--- src/rtl/id_ex_stage_if.sv ---
// ID/EX stage bus: decoded ID fields, downstream forwarding sources,
// pipeline control and the EX-side outputs that feed the ALU and EX/MEM.
interface id_ex_stage_if #(
    parameter int DATA_W = 32,
    parameter int REG_W  = 5
);
    // Pipeline control
    logic              hold;
    logic              flush;

    // Decoded instruction from ID
    logic              id_valid;
    logic [DATA_W-1:0] id_read_data_1;
    logic [DATA_W-1:0] id_read_data_2;
    logic [DATA_W-1:0] id_imm;
    logic [4:0]        id_shamt;
    logic [REG_W-1:0]  id_rs;
    logic [REG_W-1:0]  id_rt;
    logic [REG_W-1:0]  id_rd;
    logic [1:0]        id_ALUOp;
    logic              id_ALUSrc;
    logic              id_RegDst;
    logic              id_RegWrite;
    logic              id_MemRead;
    logic              id_MemWrite;
    logic              id_MemtoReg;
    logic              id_uses_rt;

    // Forwarding sources from later stages
    logic              exmem_RegWrite;
    logic [REG_W-1:0]  exmem_rd;
    logic [DATA_W-1:0] exmem_result;
    logic              memwb_RegWrite;
    logic [REG_W-1:0]  memwb_rd;
    logic [DATA_W-1:0] memwb_result;

    // EX-side outputs
    logic [DATA_W-1:0] operando_1;
    logic [DATA_W-1:0] operando_2;
    logic [1:0]        ALUOp;
    logic [5:0]        operation;
    logic [DATA_W-1:0] ex_store_data;
    logic [REG_W-1:0]  ex_write_reg;
    logic              ex_RegWrite;
    logic              ex_MemRead;
    logic              ex_MemWrite;
    logic              ex_MemtoReg;
    logic              ex_valid;
    logic              load_use_hazard;

    // Upstream side: drives ID fields, control and forwarding sources
    modport master (
        output hold, flush,
        output id_valid, id_read_data_1, id_read_data_2, id_imm, id_shamt,
        output id_rs, id_rt, id_rd, id_ALUOp, id_ALUSrc, id_RegDst,
        output id_RegWrite, id_MemRead, id_MemWrite, id_MemtoReg, id_uses_rt,
        output exmem_RegWrite, exmem_rd, exmem_result,
        output memwb_RegWrite, memwb_rd, memwb_result,
        input  operando_1, operando_2, ALUOp, operation, ex_store_data,
        input  ex_write_reg, ex_RegWrite, ex_MemRead, ex_MemWrite,
        input  ex_MemtoReg, ex_valid, load_use_hazard
    );

    // Stage side
    modport slave (
        input  hold, flush,
        input  id_valid, id_read_data_1, id_read_data_2, id_imm, id_shamt,
        input  id_rs, id_rt, id_rd, id_ALUOp, id_ALUSrc, id_RegDst,
        input  id_RegWrite, id_MemRead, id_MemWrite, id_MemtoReg, id_uses_rt,
        input  exmem_RegWrite, exmem_rd, exmem_result,
        input  memwb_RegWrite, memwb_rd, memwb_result,
        output operando_1, operando_2, ALUOp, operation, ex_store_data,
        output ex_write_reg, ex_RegWrite, ex_MemRead, ex_MemWrite,
        output ex_MemtoReg, ex_valid, load_use_hazard
    );
endinterface

--- src/rtl/id_ex_stage.sv ---
// ID/EX pipeline register with EX/MEM and MEM/WB operand forwarding,
// shift-amount operand selection and load-use hazard detection.
module id_ex_stage #(
    parameter int DATA_W = 32,
    parameter int REG_W  = 5
) (
    input  logic         clk,
    input  logic         reset,
    id_ex_stage_if.slave bus
);

    localparam logic [1:0] ALUOP_RTYPE = 2'b10;
    localparam logic [5:0] FUNCT_SLL   = 6'b000000;
    localparam logic [5:0] FUNCT_SRL   = 6'b000010;
    localparam logic [5:0] FUNCT_SRA   = 6'b000011;

    // Latched instruction fields
    logic              r_valid;
    logic [DATA_W-1:0] r_rd1;
    logic [DATA_W-1:0] r_rd2;
    logic [DATA_W-1:0] r_imm;
    logic [4:0]        r_shamt;
    logic [REG_W-1:0]  r_rs;
    logic [REG_W-1:0]  r_rt;
    logic [REG_W-1:0]  r_rd;
    logic [1:0]        r_ALUOp;
    logic              r_ALUSrc;
    logic              r_RegDst;
    logic              r_RegWrite;
    logic              r_MemRead;
    logic              r_MemWrite;
    logic              r_MemtoReg;

    // Combinational datapath
    logic              w_fwd_a_ex;
    logic              w_fwd_a_wb;
    logic              w_fwd_b_ex;
    logic              w_fwd_b_wb;
    logic [DATA_W-1:0] w_fwd_a;
    logic [DATA_W-1:0] w_fwd_b;
    logic              w_is_shift;
    logic [REG_W-1:0]  w_write_reg;
    logic              w_hazard_rs;
    logic              w_hazard_rt;

    // Pipeline register: reset > flush > hold > load
    always_ff @(posedge clk) begin
        if (reset) begin
            r_valid    <= 1'b0;
            r_rd1      <= '0;
            r_rd2      <= '0;
            r_imm      <= '0;
            r_shamt    <= '0;
            r_rs       <= '0;
            r_rt       <= '0;
            r_rd       <= '0;
            r_ALUOp    <= '0;
            r_ALUSrc   <= 1'b0;
            r_RegDst   <= 1'b0;
            r_RegWrite <= 1'b0;
            r_MemRead  <= 1'b0;
            r_MemWrite <= 1'b0;
            r_MemtoReg <= 1'b0;
        end else if (bus.flush) begin
            // Bubble: kill everything with side effects, keep data fields
            r_valid    <= 1'b0;
            r_ALUOp    <= '0;
            r_RegWrite <= 1'b0;
            r_MemRead  <= 1'b0;
            r_MemWrite <= 1'b0;
            r_MemtoReg <= 1'b0;
        end else if (!bus.hold) begin
            r_valid    <= bus.id_valid;
            r_rd1      <= bus.id_read_data_1;
            r_rd2      <= bus.id_read_data_2;
            r_imm      <= bus.id_imm;
            r_shamt    <= bus.id_shamt;
            r_rs       <= bus.id_rs;
            r_rt       <= bus.id_rt;
            r_rd       <= bus.id_rd;
            // An invalid ID slot enters EX as a bubble with no control asserted
            r_ALUOp    <= bus.id_valid ? bus.id_ALUOp : 2'b00;
            r_ALUSrc   <= bus.id_valid & bus.id_ALUSrc;
            r_RegDst   <= bus.id_valid & bus.id_RegDst;
            r_RegWrite <= bus.id_valid & bus.id_RegWrite;
            r_MemRead  <= bus.id_valid & bus.id_MemRead;
            r_MemWrite <= bus.id_valid & bus.id_MemWrite;
            r_MemtoReg <= bus.id_valid & bus.id_MemtoReg;
        end
    end

    // Forwarding match detection; register 0 is hardwired and never forwarded
    always_comb begin
        w_fwd_a_ex = bus.exmem_RegWrite && (bus.exmem_rd != '0) && (bus.exmem_rd == r_rs);
        w_fwd_b_ex = bus.exmem_RegWrite && (bus.exmem_rd != '0) && (bus.exmem_rd == r_rt);
        w_fwd_a_wb = bus.memwb_RegWrite && (bus.memwb_rd != '0) && (bus.memwb_rd == r_rs);
        w_fwd_b_wb = bus.memwb_RegWrite && (bus.memwb_rd != '0) && (bus.memwb_rd == r_rt);
    end

    // Forwarding muxes: EX/MEM is the younger result and wins over MEM/WB
    always_comb begin
        if (w_fwd_a_ex) begin
            w_fwd_a = bus.exmem_result;
        end else if (w_fwd_a_wb) begin
            w_fwd_a = bus.memwb_result;
        end else begin
            w_fwd_a = r_rd1;
        end

        if (w_fwd_b_ex) begin
            w_fwd_b = bus.exmem_result;
        end else if (w_fwd_b_wb) begin
            w_fwd_b = bus.memwb_result;
        end else begin
            w_fwd_b = r_rd2;
        end
    end

    // Operand selection: immediate shifts take shamt in place of rs
    always_comb begin
        w_is_shift = (r_ALUOp == ALUOP_RTYPE) &&
                     ((r_imm[5:0] == FUNCT_SLL) ||
                      (r_imm[5:0] == FUNCT_SRL) ||
                      (r_imm[5:0] == FUNCT_SRA));
        w_write_reg = r_RegDst ? r_rd : r_rt;

        bus.operando_1    = w_is_shift ? {{(DATA_W-5){1'b0}}, r_shamt} : w_fwd_a;
        bus.operando_2    = r_ALUSrc ? r_imm : w_fwd_b;
        bus.ex_store_data = w_fwd_b;
        bus.ex_write_reg  = w_write_reg;
        bus.ALUOp         = r_ALUOp;
        bus.operation     = r_imm[5:0];
        bus.ex_RegWrite   = r_RegWrite;
        bus.ex_MemRead    = r_MemRead;
        bus.ex_MemWrite   = r_MemWrite;
        bus.ex_MemtoReg   = r_MemtoReg;
        bus.ex_valid      = r_valid;
    end

    // Load-use detection against the instruction currently in ID
    always_comb begin
        w_hazard_rs = (w_write_reg == bus.id_rs);
        w_hazard_rt = bus.id_uses_rt && (w_write_reg == bus.id_rt);
        bus.load_use_hazard = r_valid && r_MemRead && (w_write_reg != '0) &&
                              (w_hazard_rs || w_hazard_rt);
    end

endmodule

--- src/flat_wrapper.sv ---
// flat-port wrapper written by rule: the top's interface ports become plain ports
module id_ex_stage_flat 
#(
    parameter int DATA_W = 32,
    parameter int REG_W  = 5
)
  (clk, reset, bus_hold, bus_flush, bus_id_valid, bus_id_read_data_1, bus_id_read_data_2, bus_id_imm, bus_id_shamt, bus_id_rs, bus_id_rt, bus_id_rd, bus_id_ALUOp, bus_id_ALUSrc, bus_id_RegDst, bus_id_RegWrite, bus_id_MemRead, bus_id_MemWrite, bus_id_MemtoReg, bus_id_uses_rt, bus_exmem_RegWrite, bus_exmem_rd, bus_exmem_result, bus_memwb_RegWrite, bus_memwb_rd, bus_memwb_result, bus_operando_1, bus_operando_2, bus_ALUOp, bus_operation, bus_ex_store_data, bus_ex_write_reg, bus_ex_RegWrite, bus_ex_MemRead, bus_ex_MemWrite, bus_ex_MemtoReg, bus_ex_valid, bus_load_use_hazard);
  id_ex_stage_if #(.DATA_W(DATA_W), .REG_W(REG_W)) bus_i ();
  input  logic clk;
  input  logic reset;
  input wire logic [$bits(bus_i.hold)-1:0] bus_hold;
  input wire logic [$bits(bus_i.flush)-1:0] bus_flush;
  input wire logic [$bits(bus_i.id_valid)-1:0] bus_id_valid;
  input wire logic [$bits(bus_i.id_read_data_1)-1:0] bus_id_read_data_1;
  input wire logic [$bits(bus_i.id_read_data_2)-1:0] bus_id_read_data_2;
  input wire logic [$bits(bus_i.id_imm)-1:0] bus_id_imm;
  input wire logic [$bits(bus_i.id_shamt)-1:0] bus_id_shamt;
  input wire logic [$bits(bus_i.id_rs)-1:0] bus_id_rs;
  input wire logic [$bits(bus_i.id_rt)-1:0] bus_id_rt;
  input wire logic [$bits(bus_i.id_rd)-1:0] bus_id_rd;
  input wire logic [$bits(bus_i.id_ALUOp)-1:0] bus_id_ALUOp;
  input wire logic [$bits(bus_i.id_ALUSrc)-1:0] bus_id_ALUSrc;
  input wire logic [$bits(bus_i.id_RegDst)-1:0] bus_id_RegDst;
  input wire logic [$bits(bus_i.id_RegWrite)-1:0] bus_id_RegWrite;
  input wire logic [$bits(bus_i.id_MemRead)-1:0] bus_id_MemRead;
  input wire logic [$bits(bus_i.id_MemWrite)-1:0] bus_id_MemWrite;
  input wire logic [$bits(bus_i.id_MemtoReg)-1:0] bus_id_MemtoReg;
  input wire logic [$bits(bus_i.id_uses_rt)-1:0] bus_id_uses_rt;
  input wire logic [$bits(bus_i.exmem_RegWrite)-1:0] bus_exmem_RegWrite;
  input wire logic [$bits(bus_i.exmem_rd)-1:0] bus_exmem_rd;
  input wire logic [$bits(bus_i.exmem_result)-1:0] bus_exmem_result;
  input wire logic [$bits(bus_i.memwb_RegWrite)-1:0] bus_memwb_RegWrite;
  input wire logic [$bits(bus_i.memwb_rd)-1:0] bus_memwb_rd;
  input wire logic [$bits(bus_i.memwb_result)-1:0] bus_memwb_result;
  output wire logic [$bits(bus_i.operando_1)-1:0] bus_operando_1;
  output wire logic [$bits(bus_i.operando_2)-1:0] bus_operando_2;
  output wire logic [$bits(bus_i.ALUOp)-1:0] bus_ALUOp;
  output wire logic [$bits(bus_i.operation)-1:0] bus_operation;
  output wire logic [$bits(bus_i.ex_store_data)-1:0] bus_ex_store_data;
  output wire logic [$bits(bus_i.ex_write_reg)-1:0] bus_ex_write_reg;
  output wire logic [$bits(bus_i.ex_RegWrite)-1:0] bus_ex_RegWrite;
  output wire logic [$bits(bus_i.ex_MemRead)-1:0] bus_ex_MemRead;
  output wire logic [$bits(bus_i.ex_MemWrite)-1:0] bus_ex_MemWrite;
  output wire logic [$bits(bus_i.ex_MemtoReg)-1:0] bus_ex_MemtoReg;
  output wire logic [$bits(bus_i.ex_valid)-1:0] bus_ex_valid;
  output wire logic [$bits(bus_i.load_use_hazard)-1:0] bus_load_use_hazard;
  assign bus_i.hold = bus_hold;
  assign bus_i.flush = bus_flush;
  assign bus_i.id_valid = bus_id_valid;
  assign bus_i.id_read_data_1 = bus_id_read_data_1;
  assign bus_i.id_read_data_2 = bus_id_read_data_2;
  assign bus_i.id_imm = bus_id_imm;
  assign bus_i.id_shamt = bus_id_shamt;
  assign bus_i.id_rs = bus_id_rs;
  assign bus_i.id_rt = bus_id_rt;
  assign bus_i.id_rd = bus_id_rd;
  assign bus_i.id_ALUOp = bus_id_ALUOp;
  assign bus_i.id_ALUSrc = bus_id_ALUSrc;
  assign bus_i.id_RegDst = bus_id_RegDst;
  assign bus_i.id_RegWrite = bus_id_RegWrite;
  assign bus_i.id_MemRead = bus_id_MemRead;
  assign bus_i.id_MemWrite = bus_id_MemWrite;
  assign bus_i.id_MemtoReg = bus_id_MemtoReg;
  assign bus_i.id_uses_rt = bus_id_uses_rt;
  assign bus_i.exmem_RegWrite = bus_exmem_RegWrite;
  assign bus_i.exmem_rd = bus_exmem_rd;
  assign bus_i.exmem_result = bus_exmem_result;
  assign bus_i.memwb_RegWrite = bus_memwb_RegWrite;
  assign bus_i.memwb_rd = bus_memwb_rd;
  assign bus_i.memwb_result = bus_memwb_result;
  assign bus_operando_1 = bus_i.operando_1;
  assign bus_operando_2 = bus_i.operando_2;
  assign bus_ALUOp = bus_i.ALUOp;
  assign bus_operation = bus_i.operation;
  assign bus_ex_store_data = bus_i.ex_store_data;
  assign bus_ex_write_reg = bus_i.ex_write_reg;
  assign bus_ex_RegWrite = bus_i.ex_RegWrite;
  assign bus_ex_MemRead = bus_i.ex_MemRead;
  assign bus_ex_MemWrite = bus_i.ex_MemWrite;
  assign bus_ex_MemtoReg = bus_i.ex_MemtoReg;
  assign bus_ex_valid = bus_i.ex_valid;
  assign bus_load_use_hazard = bus_i.load_use_hazard;
  id_ex_stage #(.DATA_W(DATA_W), .REG_W(REG_W)) u_core (.clk(clk), .reset(reset), .bus(bus_i));
endmodule
--- config.mk ---
export PLATFORM = sky130hd
export DESIGN_NAME = id_ex_stage_flat
export DESIGN_NICKNAME = d
export VERILOG_FILES = /design/src/rtl/id_ex_stage_if.sv /design/src/rtl/id_ex_stage.sv /design/src/flat_wrapper.sv
export SDC_FILE = /design/constraint.sdc
export NUM_CORES = 1
export LEC_CHECK = 0
export CAP_MARGIN = 20
export CORE_MARGIN = 2
export CORE_UTILIZATION = 25
export CTS_BUF_LIST = sky130_fd_sc_hd__clkbuf_4 sky130_fd_sc_hd__clkbuf_8
export DETAILED_ROUTE_END_ITERATION = 8
export SYNTH_ARGS = -nofsm -noshare
export SYNTH_HDL_FRONTEND = slang
export SYNTH_SLANG_ARGS = --single-unit
--- constraint.sdc ---
create_clock -name clk -period 4.52 [get_ports clk]
set_input_delay 0.904 -clock clk [delete_from_list [all_inputs] [get_ports clk]]
set_output_delay 0.904 -clock clk [all_outputs]
set_load 0.02 [all_outputs]
==> metrics <==
crit-path most repeated cell=clkdlybuf4s50_1; area grow syn2layout=62.1%; Initial Util=25.4%; top cells by area, synth=dfxtp_1 (37%), nand2_1 (16%), a21oi_1 (11%), mux2i_1 (5.4%), a221oi_1 (4.8%); crit-path max FO=18; Row Count=60; TritonRoute pass-1 iters=6; Seq cells post-synth=125; Total Routing Usage GR=20.3%; number of library cell types mapped by synthesis=36; Final period util=98.7%; hpwl dp=21600 um; VDD IR-drop max=186 uV; Ant. Diodes=0; clock sink count=125; Post-Syn Instances=979; WL final=29700 um; Tmin final=4460 ps; wire length per cell=18.4 um; syn_area_per_cell=6.96 sq um; clk slew on worst S/H paths=70 ps; Yosys top cell by area=dfxtp_1; Tightest Pin Transition=1070 ps; Via Count=7986; Worst setup SP type=input port; relative slew slack=28.6%; initial drt markers=549; Yosys Warn Count=0; die area=28600 sq um; status=completed; Slowest-stage cell, CP=clkdlybuf4s50_1; Port-buffer cells=320; register area share after synthesis=36.7%; fin nets=1472; RSZ-0062 raised after global routing=no; Crit. End Element=output pin; Core Util, Final=41.1%; FMAX=0.224 GHz; Async S/R FF share, synth=0%; CP required=3620 ps; Setup-failing EPs final=0; fin. max-slew vios=0; data arrival time of the critical path=3560 ps; Hold WS=456 ps; share of post-route cells with drive strength above 1=6.81%; hold buffer count at CTS=0; Post-synth EDFFs=0; leakage power=4.59 nW; final clock skew=0 ps; clock buffer depth=2; Hold Crit Class=register to register; Die W=169 um; GPL Wtd Cong=0.863; max incr delay on CP=640 ps; first-pass GRT wire length=45300 um; cell area after synthesis=6820 sq um; max cap viols=0; IO Count=321; initial antenna violation count=0; Final Hold Fails=0; Power Dens Cells=270 nW/um^2; Clock Latency Late Sink=440 ps; vias in the first global route=7969; GR Overflow Total=0; area share of the largest cell type after synthesis=36.7%; vias per cell=4.93; syn nets=1185; cts bufs inserted=17; crit path cell chain=clkdlybuf4s50_1 -> or4_1 -> o21a_2 -> buf_4 -> nand3_2 -> buf_12 -> nand2_1 -> a31oi_1 -> clkdlybuf4s50_1; core area=26900 sq um; Top FF cell, synth=dfxtp_1; root buffer cell=clkbuf_8; CTS tree=yes; ANT nets after route=0; largest net degree at the start of global routing=104; H-Tree Depth=4; commonest cells in the netlist=nand2_1 (288), a21oi_1 (152), dfxtp_1 (125); die height=169 um; DRC=0; CP Class=input port to output pin; top-count cell post-synth=nand2_1
report_power, final:
group          total, mW  internal, mW  switching [mW]
logic              0.719         0.364           0.355
clock network       1.08         0.569           0.508
registers           1.19          1.15          0.0358
flip-flops by register name, indices dropped and copies added, names as in the netlist, 2 cells and up:
signal,count
u_core.bus.ALUOp,2
u_core.r_rd1,32
u_core.r_imm,32
u_core.r_rs,5
u_core.r_rd,5
u_core.r_rd2,32
u_core.r_shamt,5
u_core.r_rt,5
kinds of logic after synthesis:
family	after synthesis	share of synthesized area (%)
muxes	37	5.43
AOI/OAI and AO/OA	265	22.6
and+or+nand+nor	392	23.2
DFF	125	36.7
xor gates and xnor gates	30	3.86
buffers and inverters	130	8.21
placed cells by master (no fill, tap or decap), types with 2 or more instances in the layout:
cell,instances
a31oi_1,27
a21oi_1,152
nor2_1,42
o22ai_1,5
a22oi_1,6
mux2i_1,37
inv_1,42
inv_6,3
clkdlybuf4s50_1,250
clkinv_4,2
xnor2_1,15
clkbuf_8,18
o21ai_0,30
bufinv_16,3
buf_12,16
dlygate4sd2_1,29
o21ai_1,2
a221oi_1,37
clkinvlp_4,3
nand2_1,288
dlymetal6s2s_1,35
nor3_1,37
dfxtp_1,124
buf_4,26
nand3_1,5
xor2_1,15
or2_2,2
o2111ai_4,3
and3_1,6
layer usage:
layer / vias up / wire (um) / GRT usage, %
li1: 3902 / - / -
met1: 3722 / 13500 / 26.5
met2: 320 / 13600 / 33.3
met3: 42 / 1960 / 4.72
met4: 0 / 619 / 6.43
met5: - / 0 / 0
worst max-delay path, delay by kind of cell:
kind | cells | cell delay (ps)
simple gates | 3 | 780
buf+inv | 4 | 1450
compound gates | 2 | 420
through the flow:
stage	setup WS (ps)	power (mW)	setup TNS, ps	cell area (sq um)	cells
floorplan	790	1.51	0	6820	979
global placement	-91.4	1.95	-628	10600	1588
detailed placement	-118	1.95	-1020	10600	1588
CTS	3.32	3.03	0	11000	1619
global route	3.39	3.12	0	11000	1619
finish	57.1	2.98	0	11000	1619
timing repair:
item / CTS / global route
pin swaps: 0 / 0
buffers inserted: 0 / 0
endpoints found under the setup margin: 29 / 37
gates resized for setup: 29 / 36
final timing paths:
kind	start	endpoint	slack, ps	depth (start not counted)
max	bus_memwb_rd[0]	bus_operando_1[14]	60	9
min	u_core.r_imm[29]	u_core.r_imm[29]	460	2
max reg2reg	u_core.r_ALUSrc	u_core.r_ALUSrc	3430	2
min reg2reg	u_core.r_imm[29]	u_core.r_imm[29]	460	2
area by class of cell:
type	count	area, sq um
Timing Repair Buffer	356	3710
Clock inverter	12	161
Sequential cell	125	2500
Fill cell	2788	15800
Multi-Input combinational cell	724	3830
Inverter	42	158
Tap cell	341	427
Clock buffer	19	255
(Power assumes the default switching activity.)
==> RTL change 1 (same settings) <==
`REG_W` is set to 5 in 3 places; all go to 10.
--- a/src/rtl/id_ex_stage_if.sv
+++ b/src/rtl/id_ex_stage_if.sv
@@ -4,3 +4,3 @@
     parameter int DATA_W = 32,
-    parameter int REG_W  = 5
+    parameter int REG_W  = 10
 );
--- a/src/rtl/id_ex_stage.sv
+++ b/src/rtl/id_ex_stage.sv
@@ -4,3 +4,3 @@
     parameter int DATA_W = 32,
-    parameter int REG_W  = 5
+    parameter int REG_W  = 10
 ) (
--- a/src/flat_wrapper.sv
+++ b/src/flat_wrapper.sv
@@ -4,3 +4,3 @@
     parameter int DATA_W = 32,
-    parameter int REG_W  = 5
+    parameter int REG_W  = 10
 )
Interface: changed (6 resized); port bits go from 321 to 351. The function was not compared with the original's and may differ.
==> RTL change 1 against the unedited design <==
Final cell count rose by 15%; final area rose by 13%; utilization hardly changed; via count is 13% higher; total power rose by 3.4%; setup slack worse by 7.2 ps; sequential cell count rose by 15; routed wire length rose by 23%; combinational power is 3.5% lower; fmax down 0.16%; largest cell class unchanged; area after synthesis rose by 13%; critical path depth rose by 1.
==> RTL change 1: results (changes against the unedited design) <==
* Top cells by area, synth: dfxtp_1, nand2_1, a21oi_1 (unchanged)
* Max FO, Critical Path at 8 (was 18)
* Wire length of the first global-routing pass at 54900 um (was 45300 um)
* Via count of the first global-routing pass at 8935 (was 7969)
* Pleak at 5.14 nW (was 4.59 nW)
* Max VDD drop at 0.138 mV (was 0.186 mV)
* Largest net degree at the start of global routing at 80 (was 104)
* Distinct cell type count after synthesis at 38 (was 36)
* Status: finished, final reports clean (unchanged)
* WL final at 36500 um (was 29700 um)
* Max_slew headroom at 38.4% (was 28.6%)
* Crit path launch: bus_exmem_rd[6] (was bus_memwb_rd[0])
* WP data arrival at 3570 ps (was 3560 ps)
* Top post-synthesis cells by count: nand2_1, a21oi_1, dfxtp_1 (unchanged)
* Mapped Nets at 1297 (was 1185)
* Pre-antenna DRT Iters at 5 (was 6)
* Initial antenna violation count at 11 (was 0)
* Total GRT Usage at 22.2% (was 20.3%)
* Initial DRC count at 600 (was 549)
* Post-layout util at 41.1% (about the same)
* Final RePlAce weighted congestion at 0.934 (was 0.863)
* Peak per-stage delay on the critical path at 560 ps (was 640 ps)
* Port bufs at 350 (was 320)
* Dpl hpwl at 28400 um (was 21600 um)
* Slowest-stage cell, CP: or4_4 (was clkdlybuf4s50_1)
* Worst-path clk slew at 90 ps (was 70 ps)
[RTL change 1: cell count changes after synthesis, moves of 15 or more]
cell / before / now
nor3_1: 37 / 11
and2_1: 0 / 20
xor2_1: 15 / 40
o31ai_1: 0 / 42
nor2_1: 44 / 96
dfxtp_1: 125 / 140
a221oi_1: 37 / 8
a211oi_1: 0 / 44
nand2_1: 288 / 308
o21ai_0: 30 / 0
inv_1: 42 / 14
a31oi_1: 27 / 0
[RTL change 1: kinds of logic (layout without fill, tap and decap cells)]
family / after synthesis / after routing / share of synthesized area [%]
AOI/OAI and AO/OA: 252 / 252 / 20.8
xor gates and xnor gates: 58 / 58 / 6.58
buffers and inverters: 101 / 493 / 5.64
DFF: 140 / 140 / 36.3
muxes: 40 / 40 / 5.23
other: 0 / 9 / 0
and+or+nand+nor: 475 / 475 / 25.5
[RTL change 1: worst min-delay path by stage]
stage	startpoint	endpoint	slack, ps
6_report	u_core.r_rd2[10]	u_core.r_rd2[10]	450
5_1_grt	u_core.r_rd1[15]	u_core.r_rd1[15]	480
4_1_cts	u_core.r_rd2[10]	u_core.r_rd2[10]	460
3_5_place_dp	u_core.r_rd2[10]	u_core.r_rd2[10]	440
3_3_place_gp	u_core.r_rd2[14]	u_core.r_rd2[14]	440
2_1_floorplan	u_core.r_rd2[10]	u_core.r_rd2[10]	430
[RTL change 1: timing repair]
action / 4_1_cts / 5_1_grt
buffers inserted: 0 / 2
pin swaps: 1 / 2
gates resized for setup: 130 / 109
endpoints found under the setup margin: 89 / 63
[RTL change 1: worst register-to-register path: stages, from the launching register on]
cell and delay (ps):
dfxtp_2 880, nand2_1 100, a21oi_1 150
[RTL change 1: layout make-up]
class                           instances  area share, %
Multi-Input combinational cell        825           36.8
Timing Repair Buffer                  447           33.1
Sequential cell                       140           22.4
Tap cell                              396           3.96
Clock buffer                           18           1.93
Clock inverter                         14           1.18
Inverter                               14          0.420
Antenna cell                            9          0.180
[RTL change 1: power breakdown]
group          switching [mW]  leakage [nW]  internal [mW]  total, mW
clock                   0.590         0.191          0.464       1.05
sequential             0.0490          1.14           1.29       1.34
combinational           0.336          3.80          0.358      0.694
total                   0.975          5.14           2.11       3.08
[RTL change 1: metrics by stage]
step | cells | TNS [ps] | hold slack (ps) | setup WS (ps)
floorplan | 1066 | 0 | 432 | 700
global placement | 1820 | -18420 | 437 | -432
detailed placement | 1820 | -19680 | 444 | -483
CTS | 1852 | 0 | 457 | 1.74
global route | 1863 | 0 | 475 | 0.201
finish | 1863 | 0 | 453 | 49.9
[RTL change 1: layer usage]
| metal | part of all wire [%] | track usage [%] |
|---|---|---|
| met1 | 45 | 28.7 |
| met2 | 46 | 35.9 |
| met3 | 5.4 | 4.15 |
| met4 | 3.4 | 9.89 |
| met5 | 0.082 | 0 |
==> RTL change 2 (same settings) <==
Made on the original files. Make the reset (`reset`) asynchronous in one clocked block.
--- a/src/rtl/id_ex_stage.sv
+++ b/src/rtl/id_ex_stage.sv
@@ -46,3 +46,3 @@
     // Pipeline register: reset > flush > hold > load
-    always_ff @(posedge clk) begin
+    always_ff @(posedge clk or posedge reset) begin
         if (reset) begin
Function: differs if reset is asserted again (counterexample within 4 cycles, from zero or initial values and one cycle with reset high); with reset held inactive, the same outputs for 4 cycles.
==> RTL change 2 against the unedited design <==
Critical endpoint is now bus_operando_1[13]; final cell count down 13%; routed wire length up 0.38%; area after synthesis up 6.1%; highest routed layer is now met5; critical path type unchanged; setup slack better by 57 ps; first-iteration DRC count down 31%; clock skew unchanged; final area up 8.1%; sequential cell count unchanged; largest cell class is now non-clock buffers.
Power is not compared: it rests on default switching activity, and its combinational part moved more than twofold at a synthesized area within 25%.
==> RTL change 2: results (changes against the unedited design) <==
* Status: finished, final reports clean (unchanged)
* Final nets at 1219 (was 1472)
* Initial antenna violation count at 3 (was 0)
* Wire length of the first global-routing pass at 44300 um (was 45300 um)
* Pre-antenna DRT Iters at 5 (was 6)
* Max FO, Critical Path at 14 (was 18)
* Largest net degree at the start of global routing at 81 (was 104)
* Worst flop-to-flop path startpoint: u_core.r_ALUSrc (unchanged)
* Crit path launch: bus_memwb_rd[2] (was bus_memwb_rd[0])
* Slowest-stage cell, CP: clkdlybuf4s50_1 (unchanged)
* Dpl hpwl at 22200 um (was 21600 um)
* CTS Buf Count at 17 (unchanged)
* Top post-synthesis cells by count: mux2_2, dfrtp_1, nand2_1 (was nand2_1, a21oi_1, dfxtp_1)
* # rows at 62 (was 60)
* Distinct cell type count after synthesis at 39 (was 36)
* Initial DRC count at 378 (was 549)
* Worst Tran Pin Value at 1050 ps (was 1070 ps)
* Post-synthesis sequential area ratio at 43.3% (was 36.7%)
* DP Area at 0.0113 mm^2 (was 0.0106 mm^2)
* Internal power at 2.73 mW
* Filler cells at 2816 (was 2788)
* Final RePlAce weighted congestion at 0.837 (was 0.863)
* Share of cells above drive strength 1 at 26.3% (was 6.81%)
* Mapped Nets at 872 (was 1185)
* Ys async rst share at 100% (was 0%)
* Port bufs at 320 (unchanged)
* Largest regs: u_core.r_imm (32), u_core.r_rd1 (32), u_core.r_rd2 (32) (unchanged)
* Via count of the first global-routing pass at 7194 (was 7969)
* Max VDD drop at 0.183 mV
* Peak per-stage delay on the critical path at 640 ps (about the same)
* Ys flop type: dfrtp_1 (was dfxtp_1)
* Clock Skew at 0 ps (unchanged)
* WL final at 29900 um (was 29700 um)
* Total GRT Usage at 19.3% (was 20.3%)
* Worst-skew pair later-pin latency at 440 ps (about the same)
* Min-delay src: u_core.r_imm[27] (was u_core.r_imm[29])
* H-tree levels at 4 (unchanged)
* WP data arrival at 3500 ps (was 3560 ps)
* Avg Vias per Cell at 4.82 (was 4.93)
* Top cells by area, synth: dfrtp_1, mux2_2, mux2i_1 (was dfxtp_1, nand2_1, a21oi_1)
-- RTL change 2: power by group through the flow --
stage               registers (mW)  logic (mW)  clock network [mW]
floorplan                     1.37       0.833                   0
global placement              1.42        1.65                   0
detailed placement            1.43        1.66                   0
CTS                           1.40        1.66                1.18
global route                  1.42        1.74                1.22
finish                        1.40        1.63                1.13
-- RTL change 2: path summary, 6_finish.rpt --
path | to | depth (start not counted) | slack, ps
hold / removal | u_core.r_imm[27] | 1 | 510
hold reg to reg | u_core.r_imm[27] | 1 | 510
setup reg to reg | u_core.r_ALUSrc | 2 | 3090
max in group asynchronous | u_core.r_rd1[31] | 3 | 2640
setup / recovery | bus_operando_1[13] | 9 | 110
min in group asynchronous | u_core.r_imm[27] | 2 | 990
-- RTL change 2: final cells by class --
class	instances	area, um^2	share of cell area [%]
Multi-Input combinational cell	471	3890	32.6
Clock buffer	19	262	2.19
Antenna cell	2	5.00	0.0419
Timing Repair Buffer	387	3950	33.1
Clock inverter	13	178	1.49
Tap cell	384	480	4.02
Inverter	11	46.3	0.388
Sequential cell	125	3130	26.2
-- RTL change 2: layer usage --
metal	global-route usage (%)	part of all wire (%)
met4	4.52	1.6
met1	23.6	43
met2	33.0	49
met3	6.30	6.9
met5	0	0.054
-- RTL change 2: metrics by stage --
step | utilization, % | hold WS [ps] | std cells | worst slack, ps | TNS, ps
2_1_floorplan | - | 475 | 666 | 288 | 0
3_3_place_gp | 39.5 | 482 | 1375 | -120 | -1030
3_5_place_dp | 39.5 | 490 | 1375 | -137 | -1180
4_1_cts | 41.2 | 511 | 1408 | -26.5 | -26.5
5_1_grt | 41.8 | 522 | 1411 | -9.36 | -9.36
6_report | 41.8 | 510 | 1412 | 114 | 0
-- RTL change 2: cells by family after synthesis --
logic type / share of synthesized area (%)
multiplexers: 27.4
buffers and inverters: 4.52
AO/OA/AOI/OAI: 10.7
XOR/XNOR: 3.39
AND/OR/NAND/NOR: 10.7
flip-flops: 43.3
-- RTL change 2: timing repair --
item | CTS | global route
pin swaps | 1 | 3
buffers inserted | 1 | 2
resized for setup | 22 | 58
setup endpoints to repair | 31 | 63
